===== src/rtl/serial_stream_tx.sv =====
// serial_stream_tx
// Serializes one WIDTH-bit word, MSB first, into the 2-bit symbol stream
// expected by the stream parser: one data bit per tx_en cycle, with
// end_of_sequence flagged on the word's last bit. After each word the
// block waits GAP_CYCLES idle cycles before it accepts the next load.
//
// Ports:
//   clk             rising-edge clock
//   rst_n           asynchronous active-low reset
//   load_valid      load_data is valid
//   load_data       word to send (bit WIDTH-1 goes first)
//   load_ready      block can accept a word (state is IDLE)
//   tx_en           downstream accepts a symbol this cycle
//   abort           synchronous cancel of the word in flight
//   tx_info         registered symbol: 00 idle/hold, 01 bit=1, 10 bit=0
//   end_of_sequence registered, high with the word's last bit
//   busy            state is not IDLE
module serial_stream_tx #(
  parameter int unsigned WIDTH      = 128,
  parameter int unsigned GAP_CYCLES = 2
) (
  input  logic             clk,
  input  logic             rst_n,
  input  logic             load_valid,
  input  logic [WIDTH-1:0] load_data,
  output logic             load_ready,
  input  logic             tx_en,
  input  logic             abort,
  output logic [1:0]       tx_info,
  output logic             end_of_sequence,
  output logic             busy
);

  localparam int unsigned CW = $clog2(WIDTH);
  localparam int unsigned GW = (GAP_CYCLES > 1) ? $clog2(GAP_CYCLES) : 1;
  localparam logic [CW-1:0] LAST_BIT = CW'(WIDTH - 1);
  localparam logic [GW-1:0] GAP_LAST = GW'((GAP_CYCLES > 0) ? (GAP_CYCLES - 1) : 0);

  typedef enum logic [1:0] {
    IDLE = 2'd0,
    SEND = 2'd1,
    GAP  = 2'd2
  } state_t;

  state_t           state_q, state_d;
  logic [WIDTH-1:0] shreg_q, shreg_d;
  logic [CW-1:0]    cnt_q,   cnt_d;
  logic [GW-1:0]    gap_q,   gap_d;
  logic [1:0]       info_q,  info_d;
  logic             eos_q,   eos_d;

  always_ff @(posedge clk or negedge rst_n) begin
    if (!rst_n) begin
      state_q <= IDLE;
      shreg_q <= '0;
      cnt_q   <= '0;
      gap_q   <= '0;
      info_q  <= 2'b00;
      eos_q   <= 1'b0;
    end else begin
      state_q <= state_d;
      shreg_q <= shreg_d;
      cnt_q   <= cnt_d;
      gap_q   <= gap_d;
      info_q  <= info_d;
      eos_q   <= eos_d;
    end
  end

  always_comb begin
    state_d = state_q;
    shreg_d = shreg_q;
    cnt_d   = cnt_q;
    gap_d   = gap_q;
    info_d  = 2'b00;
    eos_d   = 1'b0;

    if (abort) begin
      // Abort outranks everything, including a pending load and the last bit.
      state_d = IDLE;
      cnt_d   = '0;
      gap_d   = '0;
    end else begin
      case (state_q)
        IDLE: begin
          if (load_valid) begin
            shreg_d = load_data;
            cnt_d   = '0;
            state_d = SEND;
          end
        end
        SEND: begin
          if (tx_en) begin
            info_d  = shreg_q[WIDTH-1] ? 2'b01 : 2'b10;
            shreg_d = {shreg_q[WIDTH-2:0], 1'b0};
            if (cnt_q == LAST_BIT) begin
              // Clear rather than increment so the counter never wraps.
              cnt_d   = '0;
              gap_d   = '0;
              eos_d   = 1'b1;
              state_d = (GAP_CYCLES > 0) ? GAP : IDLE;
            end else begin
              cnt_d = cnt_q + 1'b1;
            end
          end
        end
        GAP: begin
          if (gap_q == GAP_LAST) begin
            gap_d   = '0;
            state_d = IDLE;
          end else begin
            gap_d = gap_q + 1'b1;
          end
        end
        default: state_d = IDLE;
      endcase
    end
  end

  assign tx_info         = info_q;
  assign end_of_sequence = eos_q;
  assign busy            = (state_q != IDLE);
  assign load_ready      = (state_q == IDLE);

endmodule


===== config.mk =====
export PLATFORM = sky130hd
export DESIGN_NAME = serial_stream_tx
export DESIGN_NICKNAME = d
export VERILOG_FILES = /design/src/rtl/serial_stream_tx.sv
export SDC_FILE = /design/constraint.sdc
export NUM_CORES = 1
export LEC_CHECK = 0
export ABC_CLOCK_PERIOD_IN_PS = 2000
export CORE_MARGIN = 3
export CORE_UTILIZATION = 30
export DETAILED_ROUTE_END_ITERATION = 10
export GPL_TIMING_DRIVEN = 0
export HOLD_SLACK_MARGIN = 0.08
export SLEW_MARGIN = 30
export SYNTH_ARGS = -nofsm -noshare
export SYNTH_HDL_FRONTEND = slang
export SYNTH_SLANG_ARGS = --single-unit

===== constraint.sdc =====
create_clock -name clk -period 2 [get_ports clk]
set_clock_uncertainty 0.15 [all_clocks]
set_input_delay 0.2 -clock clk [delete_from_list [all_inputs] [get_ports clk]]
set_output_delay 0.2 -clock clk [all_outputs]
set_load 0.01 [all_outputs]

==> flow_metrics.env, run 1 <==
export IMPL_min_path_type="in -> async"
export IMPL_fin_crit_sh_pct=94.6
export IMPL_drv_cap=0
export IMPL_r2r_cells=9
export IMPL_synth_top_area_share_pct=53.1
export IMPL_ys_top_cells_by_area="dfrtp_1 (53%), mux2i_1 (19%), nand2_1 (7.5%), o21ai_0 (7.2%), o21ai_2 (2.6%)"
export IMPL_dp_cells=1041
export IMPL_clk_latency_ps=410
export IMPL_cp_arrival_ps=2070
export IMPL_yosys_warnings=0
export IMPL_crit_end="shreg_q[24]"
export IMPL_dieArea_sq_um=24000
export IMPL_post_synth_top_count_cell="dfrtp_1"
export IMPL_row_count=53
export IMPL_die_w_um=155
export IMPL_multiInputGateArea_sq_um=2810
export IMPL_grt_overflow_total=0
export IMPL_vias=4994
export IMPL_ios=138
export IMPL_synth_edf_count=0
export IMPL_synth_avg_cell_area_sq_um=10.6
export IMPL_place_congestion=0.726
export IMPL_drive_gt1_share_pct=12.5
export IMPL_num_fill_cells=2139
export IMPL_wl_mm=16.2
export IMPL_dpl_instance_area_sq_um=8410
export IMPL_portBuffers=136
export IMPL_grt_antenna_before_repair=1
export IMPL_netlist_area_sq_um=6640
export IMPL_crit_path_max_fanout=10
export IMPL_grt_max_degree=59
export IMPL_status="completed"
export IMPL_fin_nets=922
export IMPL_hold_viol=0
export IMPL_wl_met3_um=960
export IMPL_r2r_start="state_q[0]"
export IMPL_seqCellArea_sq_um=3530
export IMPL_area_delta_synth_final_pct=38.0
export IMPL_vdd_drop_max_mv=0.503
export IMPL_place_hpwl_mm=11.4
export IMPL_ys_types=38
export IMPL_clock_path_buffers=2
export IMPL_core_sq_um=21400
export IMPL_top_layer="met5"
export IMPL_rr_endpoint="shreg_q[24]"
export IMPL_critPathKind="reg -> reg"
export IMPL_post_cts_setup_buffers=0
export IMPL_avgViaCountPerCell=4.64
export IMPL_rrSetupSlack_ps=110
export IMPL_ant_nets=0
export IMPL_cp_end_kind="flip-flop"
export IMPL_worst_setup_path_start_kind="flip-flop"
export IMPL_wl_per_cell_um=15.1
export IMPL_firstDrtPassIters=4
export IMPL_wl_met1_mm=7.85
export IMPL_start_util_pct=31.1
export IMPL_grt_pass1_wl_mm=26.8
export IMPL_clk_pin_slew_ps=60
export IMPL_drc_errors=0
export IMPL_numCtsBuffers=17
export IMPL_synth_nets=762
export IMPL_wl_met2_mm=7.26
export IMPL_cts_sinks=141
export IMPL_layout_cells_non_filler=1076
export IMPL_slew_violations=0
export IMPL_chipHeight_um=155
export IMPL_tightest_slew_ps=423
export IMPL_antenna_cells=0
export IMPL_htree_num_levels=4
export IMPL_design_area_sq_um=9160
export IMPL_p_leak_nw=4.09
export IMPL_yosys_area_top_type="dfrtp_1"
export IMPL_async_flop_share_pct=100
export IMPL_max_slew_margin_pct=71.8
export IMPL_grt_pass1_vias=5185
export IMPL_fin_crit_ps=1890
export IMPL_drtIter0Drc=189
export IMPL_clock_root_buffer="clkbuf_16"
export IMPL_setup_viol=0
export IMPL_yosysSeqAreaShare_pct=53.1
export IMPL_fmaxAchievable_mhz=528
export IMPL_groute_usage_overall_pct=13.9
export IMPL_synthFlopType="dfrtp_1"
export IMPL_cts_tree="built"
export IMPL_synth_common_cells="dfrtp_1 (141), nand2_1 (132), mux2i_1 (127)"
export IMPL_rsz0062_at_grt="no"
export IMPL_ys_seq_elements=141
export IMPL_required_ps=2180
export IMPL_netlist_instances=628
export IMPL_startpoint="state_q[0]"
export IMPL_p_per_area_nw_per_um2=945
[layout by cell type (no fill, tap or decap), drive strengths merged, types with 6 or more instances in the layout]
cell           synthesis  layout
dfrtp                141     141
bufinv                 0       6
clkdlybuf4s50          0     133
nor2                   9       9
mux2i                127     127
inv                    5       7
o21ai                135     135
nand2                133     133
buf                   33      34
clkbuf                12      34
[metrics by stage]
stage                     util (%)  setup TNS [ps]  hold slack [ps]  power, mW  setup slack [ps]
after global routing          42.9               0              155       9.16             0.769
after detailed placement      39.4          -27510            -79.6       5.07              -260
after global placement        39.1         -805100              288       5.02             -5550
final                         42.9               0              156       8.65               107
after CTS                     42.7               0              145       8.78              11.3
after floorplan                  -               0             -246       4.46               325
[power by group]
part           internal [mW]  switching, mW
sequential              3.37          0.267
combinational          0.724          0.654
clock                   2.38           1.26
total                   6.47           2.18
[worst min-delay path by stage]
stage                  end  slack [ps]  cells after the start
2_1_floorplan     cnt_q[0]        -250                      0
4_1_cts        shreg_q[78]         150                      3
3_3_place_gp    tx_info[1]         290                      1
6_report       shreg_q[78]         160                      3
5_1_grt        shreg_q[78]         160                      3
3_5_place_dp   shreg_q[78]         -80                      1
[cells by family (layout without fill, tap and decap cells)]
group	count (synthesis)	in the layout	share of synthesized area, %
AO/OA/AOI/OAI	146	146	12.5
XOR/XNOR	1	1	0.132
adder cells (fa/ha/maj)	1	1	0.188
buffers and inverters	50	223	4.62
flip-flops	141	141	53.1
multiplexers	129	129	19.5
AND/OR/NAND/NOR	160	160	9.84
[area by class of cell]
type | count | area share [%]
timing repair buffer | 141 | 15.9
tap | 275 | 3.76
inverter | 5 | 0.205
clock inverter | 13 | 2.57
clock buffer | 19 | 4.83
multi-input combinational | 437 | 30.6
buffer | 45 | 3.58
sequential | 141 | 38.5
[flip-flops by register name, summed over array words and instances (netlist names)]
signal,flops
shreg_q,128
cnt_q,7
state_q,2
tx_info,2
end_of_sequence,1
gap_q,1
[worst max-delay path, cell delays in order (launching register included)]
cell	delay, ps
dfrtp_1	370
buf_6	130
mux2_4	320
nand2_4	100
buf_12	150
buf_12	140
buf_12	130
buf_6	140
nand2_1	50
o21ai_1	100
[routing by layer]
| layer | vias up | track usage (%) |
|---|---|---|
| met5 | - | 0 |
| met4 | 2 | 2.90 |
| met3 | 14 | 4.98 |
| met2 | 98 | 20.8 |
| met1 | 2390 | 19.5 |
| li1 | 2490 | - |
[repair_timing]
action | 4_1_cts | 5_1_grt
hold buffers | 3 | 0
resized for setup | 3 | 16
hold endpoints to repair | 88 | 0
setup endpoints to repair | 4 | 90
Note: power is estimated with default switching activity, not from simulation.
==> run 2: changes to the inputs <==
- ABC_CLOCK_PERIOD_IN_PS: 2000 -> 2440
- CELL_PAD_IN_SITES_DETAIL_PLACEMENT: not set -> 1
- CELL_PAD_IN_SITES_GLOBAL_PLACEMENT: not set -> 2
- CTS_CLUSTER_DIAMETER: not set -> 200
- PLACE_DENSITY_LB_ADDON: not set -> 0.1
- clock period: 2 -> 2.44 ns (I/O delays scaled with it)
==> flow_metrics.env, run 2 (same netlist as run 1, synthesis figures left out) <==
export IMPL_largest_register_ffs=128
export IMPL_post_cts_setup_buffers=0
export IMPL_grt_pass1_wl_mm=29.1
export IMPL_mostFrequentLayoutCells="dfrtp_1 (141), clkdlybuf4s50_1 (135), nand2_1 (132)"
export IMPL_min_path_type="in -> reg"
export IMPL_comb_power_share_pct=15.7
export IMPL_grt_max_degree=82
export IMPL_path_depth=4
export IMPL_avgViaCountPerCell=4.75
export IMPL_setup_tns_ps=0
export IMPL_portBuffers=136
export IMPL_min_from="load_data[0]"
export IMPL_required_ps=2050
export IMPL_area_delta_synth_final_pct=37.5
export IMPL_p_int_mw=5.38
export IMPL_die_w_um=155
export IMPL_drv_cap=0
export IMPL_num_fill_cells=2335
export IMPL_critPathBufInv=3
export IMPL_max_slew_margin_pct=70.6
export IMPL_drtIter0Drc=173
export IMPL_clk_latency_ps=420
export IMPL_row_count=53
export IMPL_wl_per_cell_um=16.3
export IMPL_clock_path_buffers=2
export IMPL_clk_pin_slew_ps=60
export IMPL_htree_num_levels=4
export IMPL_p_per_area_nw_per_um2=787
export IMPL_clock_root_buffer="clkbuf_16"
export IMPL_vdd_drop_max_mv=0.430
export IMPL_largest_register="shreg_q"
export IMPL_worst_setup_path_start_kind="flip-flop"
export IMPL_rrSetupSlack_ps=470
export IMPL_max_stage_delay_ps=530
export IMPL_reg_top3="shreg_q x128, cnt_q x7"
export IMPL_ant_nets=0
export IMPL_r2r_start="state_q[0]"
export IMPL_dp_cells=1041
export IMPL_slew_violations=0
export IMPL_critPathKind="reg -> out"
export IMPL_critPathSlowestCell="clkdlybuf4s50_1"
export IMPL_chipHeight_um=155
export IMPL_dpl_instance_area_sq_um=8410
export IMPL_cts_resized=0
export IMPL_status="completed"
export IMPL_netSwitchingPower_mw=1.81
export IMPL_firstDrtPassIters=4
export IMPL_layout_cells_non_filler=1076
export IMPL_pre_cts_ws_ps=123
export IMPL_fmaxAchievable_mhz=453
export IMPL_cts_sinks=141
export IMPL_cpLargestDelayFamily="buffers and inverters"
export IMPL_design_area_sq_um=9130
export IMPL_holdPathStages=3
export IMPL_pwr_share_clk_pct=42.7
export IMPL_fin_crit_ps=2210
export IMPL_numCtsBuffers=17
export IMPL_crit_path_max_fanout=10
export IMPL_fin_ws_ps=234
export IMPL_grt_antenna_before_repair=0
export IMPL_power_frac_seq_pct=41.6
export IMPL_cp_arrival_ps=1810
export IMPL_drive_gt1_share_pct=11.9
export IMPL_dieArea_sq_um=24000
export IMPL_groute_usage_overall_pct=15.1
export IMPL_p_leak_nw=4.07
export IMPL_start_util_pct=31.1
export IMPL_fin_crit_sh_pct=90.4
export IMPL_grt_overflow_total=0
export IMPL_ios=138
export IMPL_cts_tree="built"
export IMPL_rsz0062_at_grt="no"
export IMPL_fin_nets=922
export IMPL_grt_pass1_vias=5573
export IMPL_crit_chain="buf_6 > or2_2 > inv_1 > clkdlybuf4s50_1"
export IMPL_tightest_slew_ps=441
export IMPL_rr_endpoint="shreg_q[114]"
export IMPL_wl_mm=17.6
export IMPL_place_hpwl_mm=12.6
export IMPL_swShare_pct=25.2
export IMPL_setup_viol=0
export IMPL_hold_end="shreg_q[0]"
export IMPL_cp_end_kind="primary output"
export IMPL_cts_hold_buf=3
export IMPL_antenna_cells=0
export IMPL_layout_commonest_cell="dfrtp_1"
export IMPL_drc_errors=0
export IMPL_r2r_cells=8
export IMPL_place_congestion=0.736
export IMPL_hold_viol=0
export IMPL_vias=5106
export IMPL_core_sq_um=21400
run 2: worst max-delay path by stage:
| stage | start | endpoint | slack, ps |
|---|---|---|---|
| global placement | rst_n | shreg_q[19] | -5040 |
| finish | state_q[0] | load_ready | 230 |
| global route | state_q[0] | load_ready | 170 |
| detailed placement | tx_en | shreg_q[114] | 120 |
| floorplan | state_q[0] | cnt_q[0] | 770 |
| CTS | state_q[0] | load_ready | 200 |
run 2: per-stage QoR:
stage	hold slack [ps]	power, mW	utilization, %
floorplan	-202	3.66	-
global placement	310	4.10	39.1
detailed placement	-112	4.19	39.4
CTS	246	7.30	42.8
global route	274	7.62	42.8
finish	253	7.19	42.8
run 2: tightest hold or removal path, delay by kind of cell:
kind	cells	cell delay [ps]
AOI/OAI and AO/OA	1	70
buffers and inverters	2	470
run 2: layout make-up:
cell class | count | area [sq um] | share of cell area (%)
Timing Repair Buffer | 141 | 1450 | 15.9
Buffer | 45 | 288 | 3.15
Sequential cell | 141 | 3530 | 38.6
Clock buffer | 19 | 433 | 4.74
Multi-Input combinational cell | 437 | 2810 | 30.7
Tap cell | 275 | 344 | 3.77
Clock inverter | 13 | 262 | 2.86
Inverter | 5 | 18.8 | 0.206
run 2: power by group through the flow:
stage	sequential (mW)	combinational, mW	clock (mW)
after global routing	3.05	1.29	3.27
after CTS	2.99	1.16	3.15
after global placement	3.01	1.09	0
after detailed placement	3.03	1.15	0
after floorplan	2.96	0.699	0
final	2.99	1.13	3.07
run 2: metal layers:
| layer | part of all wire, % | up-vias | routed length [um] | global-route usage, % |
|---|---|---|---|---|
| met3 | 4.7 | 16 | 833 | 4.73 |
| met1 | 46 | 2510 | 8010 | 20.1 |
| li1 | - | 2486 | - | - |
| met4 | 1.1 | 0 | 195 | 3.74 |
| met2 | 49 | 94 | 8530 | 24.2 |
| met5 | 0 | - | 0 | 0 |
==> patch, RTL diff (config.mk and constraints of run 1) <==
The parameter `GAP_CYCLES` goes from 2 to 1.
--- a/src/rtl/serial_stream_tx.sv
+++ b/src/rtl/serial_stream_tx.sv
@@ -19,3 +19,3 @@
   parameter int unsigned WIDTH      = 128,
-  parameter int unsigned GAP_CYCLES = 2
+  parameter int unsigned GAP_CYCLES = 1
 ) (
Check against the original RTL: same outputs for any inputs over 10 cycles, from zero or initial values and one cycle with rst_n low; that may be too few to reach the edited logic, so the function may still have changed.
==> patch against run 1 <==
Setup slack better by 0.034 ns. Design area fell by 4.5%. Total power is 1.8% lower. Routed wire length grew 8.6%. Non-clock buffer count rose by 13. Synthesized area decreased by 4.4%. Critical path depth decreased by 6. Sequential cell count down 1. Largest cell class unchanged.
==> patch: results (changes against run 1) <==
Run status:
- Run status: completed (unchanged).

Setup path:
- The biggest fanout along the worst timing path came to 7 (was 10).
- The data arrival time of the critical path is 1.51 ns (was 2.07 ns).
- The capture point of the worst reg-to-reg path is shreg_q[37] (was shreg_q[24]).
- The depth of the worst register-to-register path is 6 (was 9).
- The setup slack of the worst register-to-register path is 0.19 ns (was 0.11 ns).
- The launching point of the worst reg2reg path is state_q[1] (was state_q[0]).

Cells and area:
- The count of fill cells added during filler insertion is 2061 (was 2139).
- The total number of nets in the final design came to 1054 (was 922).
- The share of cells above drive strength 1 was 9.22% (was 12.5%).

Clock network:
- The count of cells resized by post-cts repair is 5 (was 3).
- The hold buffer count at CTS is 1 (was 3).

Logic synthesis:
- The number of nets in the synthesized netlist was 896 (was 762).
- The gate count of the mapped netlist is 762 (was 628).
- Cell types with the highest counts after synthesis: sky130_fd_sc_hd__nand2_1 (262), sky130_fd_sc_hd__dfrtp_1 (140), sky130_fd_sc_hd__nor2_1 (133) (was sky130_fd_sc_hd__dfrtp_1 (141), sky130_fd_sc_hd__nand2_1 (132), sky130_fd_sc_hd__mux2i_1 (127)).
- The sequential element share of the synthesized area is 55.2% (was 53.1%).
- Synth top area cells: sky130_fd_sc_hd__dfrtp_1 (55%), sky130_fd_sc_hd__nand2_1 (15%), sky130_fd_sc_hd__a31oi_1 (13%) (was sky130_fd_sc_hd__dfrtp_1 (53%), sky130_fd_sc_hd__mux2i_1 (19%), sky130_fd_sc_hd__nand2_1 (7.5%)).

Power and ir drop:
- The cell internal power dissipation is 6.25 mW (was 6.47 mW).
- The power in sequential cells is 3.62 mW (was 3.63 mW).

Detailed routing:
- The violation count after the first detailed-route iteration is 358 (was 189).
- The via total after detailed routing is 5814 (was 4994).
- The number of optimization iterations in the first detailed-route pass was 5 (was 4).

Placed design:
- The placed standard-cell area is 8090 sq um (was 8410 sq um).
- The placement-stage worst setup slack was -0.173 ns (was -0.260 ns).
- The number of placed cells counting well taps is 1170 (was 1041).
- The count of input and output buffers is 137 (was 136).

Global route:
- The number of global-route vias before repair is 5497 (was 5185).
- The total global-route track usage is 15.4% (was 13.9%).
- The wire length of the first global-routing pass is 27.6 mm (was 26.8 mm).
- The number of antenna violations at the first check in global routing is 0 (was 1).
- The largest net degree at the start of global routing is 80 (was 59).

STA:
- The worst max-slew margin expressed relative to the limit is 67.2% (was 71.8%).
[patch: kinds of logic (layout without fill, tap and decap cells)]
kind of cell	after synthesis	count (layout)	synth area share, %
flip-flops	140	140	55.2
AND/OR/NAND/NOR	416	416	25.4
buffers and inverters	62	233	5.03
adder cells (fa/ha/maj)	1	1	0.197
AO/OA/AOI/OAI	142	142	14.0
multiplexers	1	1	0.158
[patch: layer usage]
metal	share of wire [%]	GRT usage [%]	vias to the layer above	routed length (um)
met1	48	22.0	2786	8510
met5	0	0	-	0
met3	4.5	3.80	10	785
met4	0.77	3.63	0	135
li1	-	-	2876	-
met2	46	23.5	142	8170
[patch: worst max-delay path by stage]
| stage | from | endpoint | slack, ns | cells past startpoint |
|---|---|---|---|---|
| 2_1_floorplan | cnt_q[0] | cnt_q[3] | 0.45 | 6 |
| 3_3_place_gp | rst_n | shreg_q[50] | -5.30 | 1 |
| 3_5_place_dp | tx_en | shreg_q[0] | -0.17 | 6 |
| 4_1_cts | state_q[1] | shreg_q[87] | 0.002 | 5 |
| 5_1_grt | state_q[0] | shreg_q[35] | 0.01 | 6 |
| 6_report | state_q[0] | load_ready | 0.14 | 3 |
[patch: cell type report]
| type | count | area share [%] |
|---|---|---|
| timing repair buffer | 139 | 16.1 |
| clock buffer | 19 | 4.95 |
| buffer | 60 | 3.66 |
| tap | 270 | 3.86 |
| multi-input combinational | 560 | 28.8 |
| clock inverter | 13 | 2.44 |
| inverter | 2 | 0.0858 |
| sequential | 140 | 40.1 |
[patch: critical path, delay by kind of cell, from the launching register on]
kind                   cells  cell delay (ns)
flip-flops                 1             0.44
AND/OR/NAND/NOR            1             0.34
buffers and inverters      2             0.32
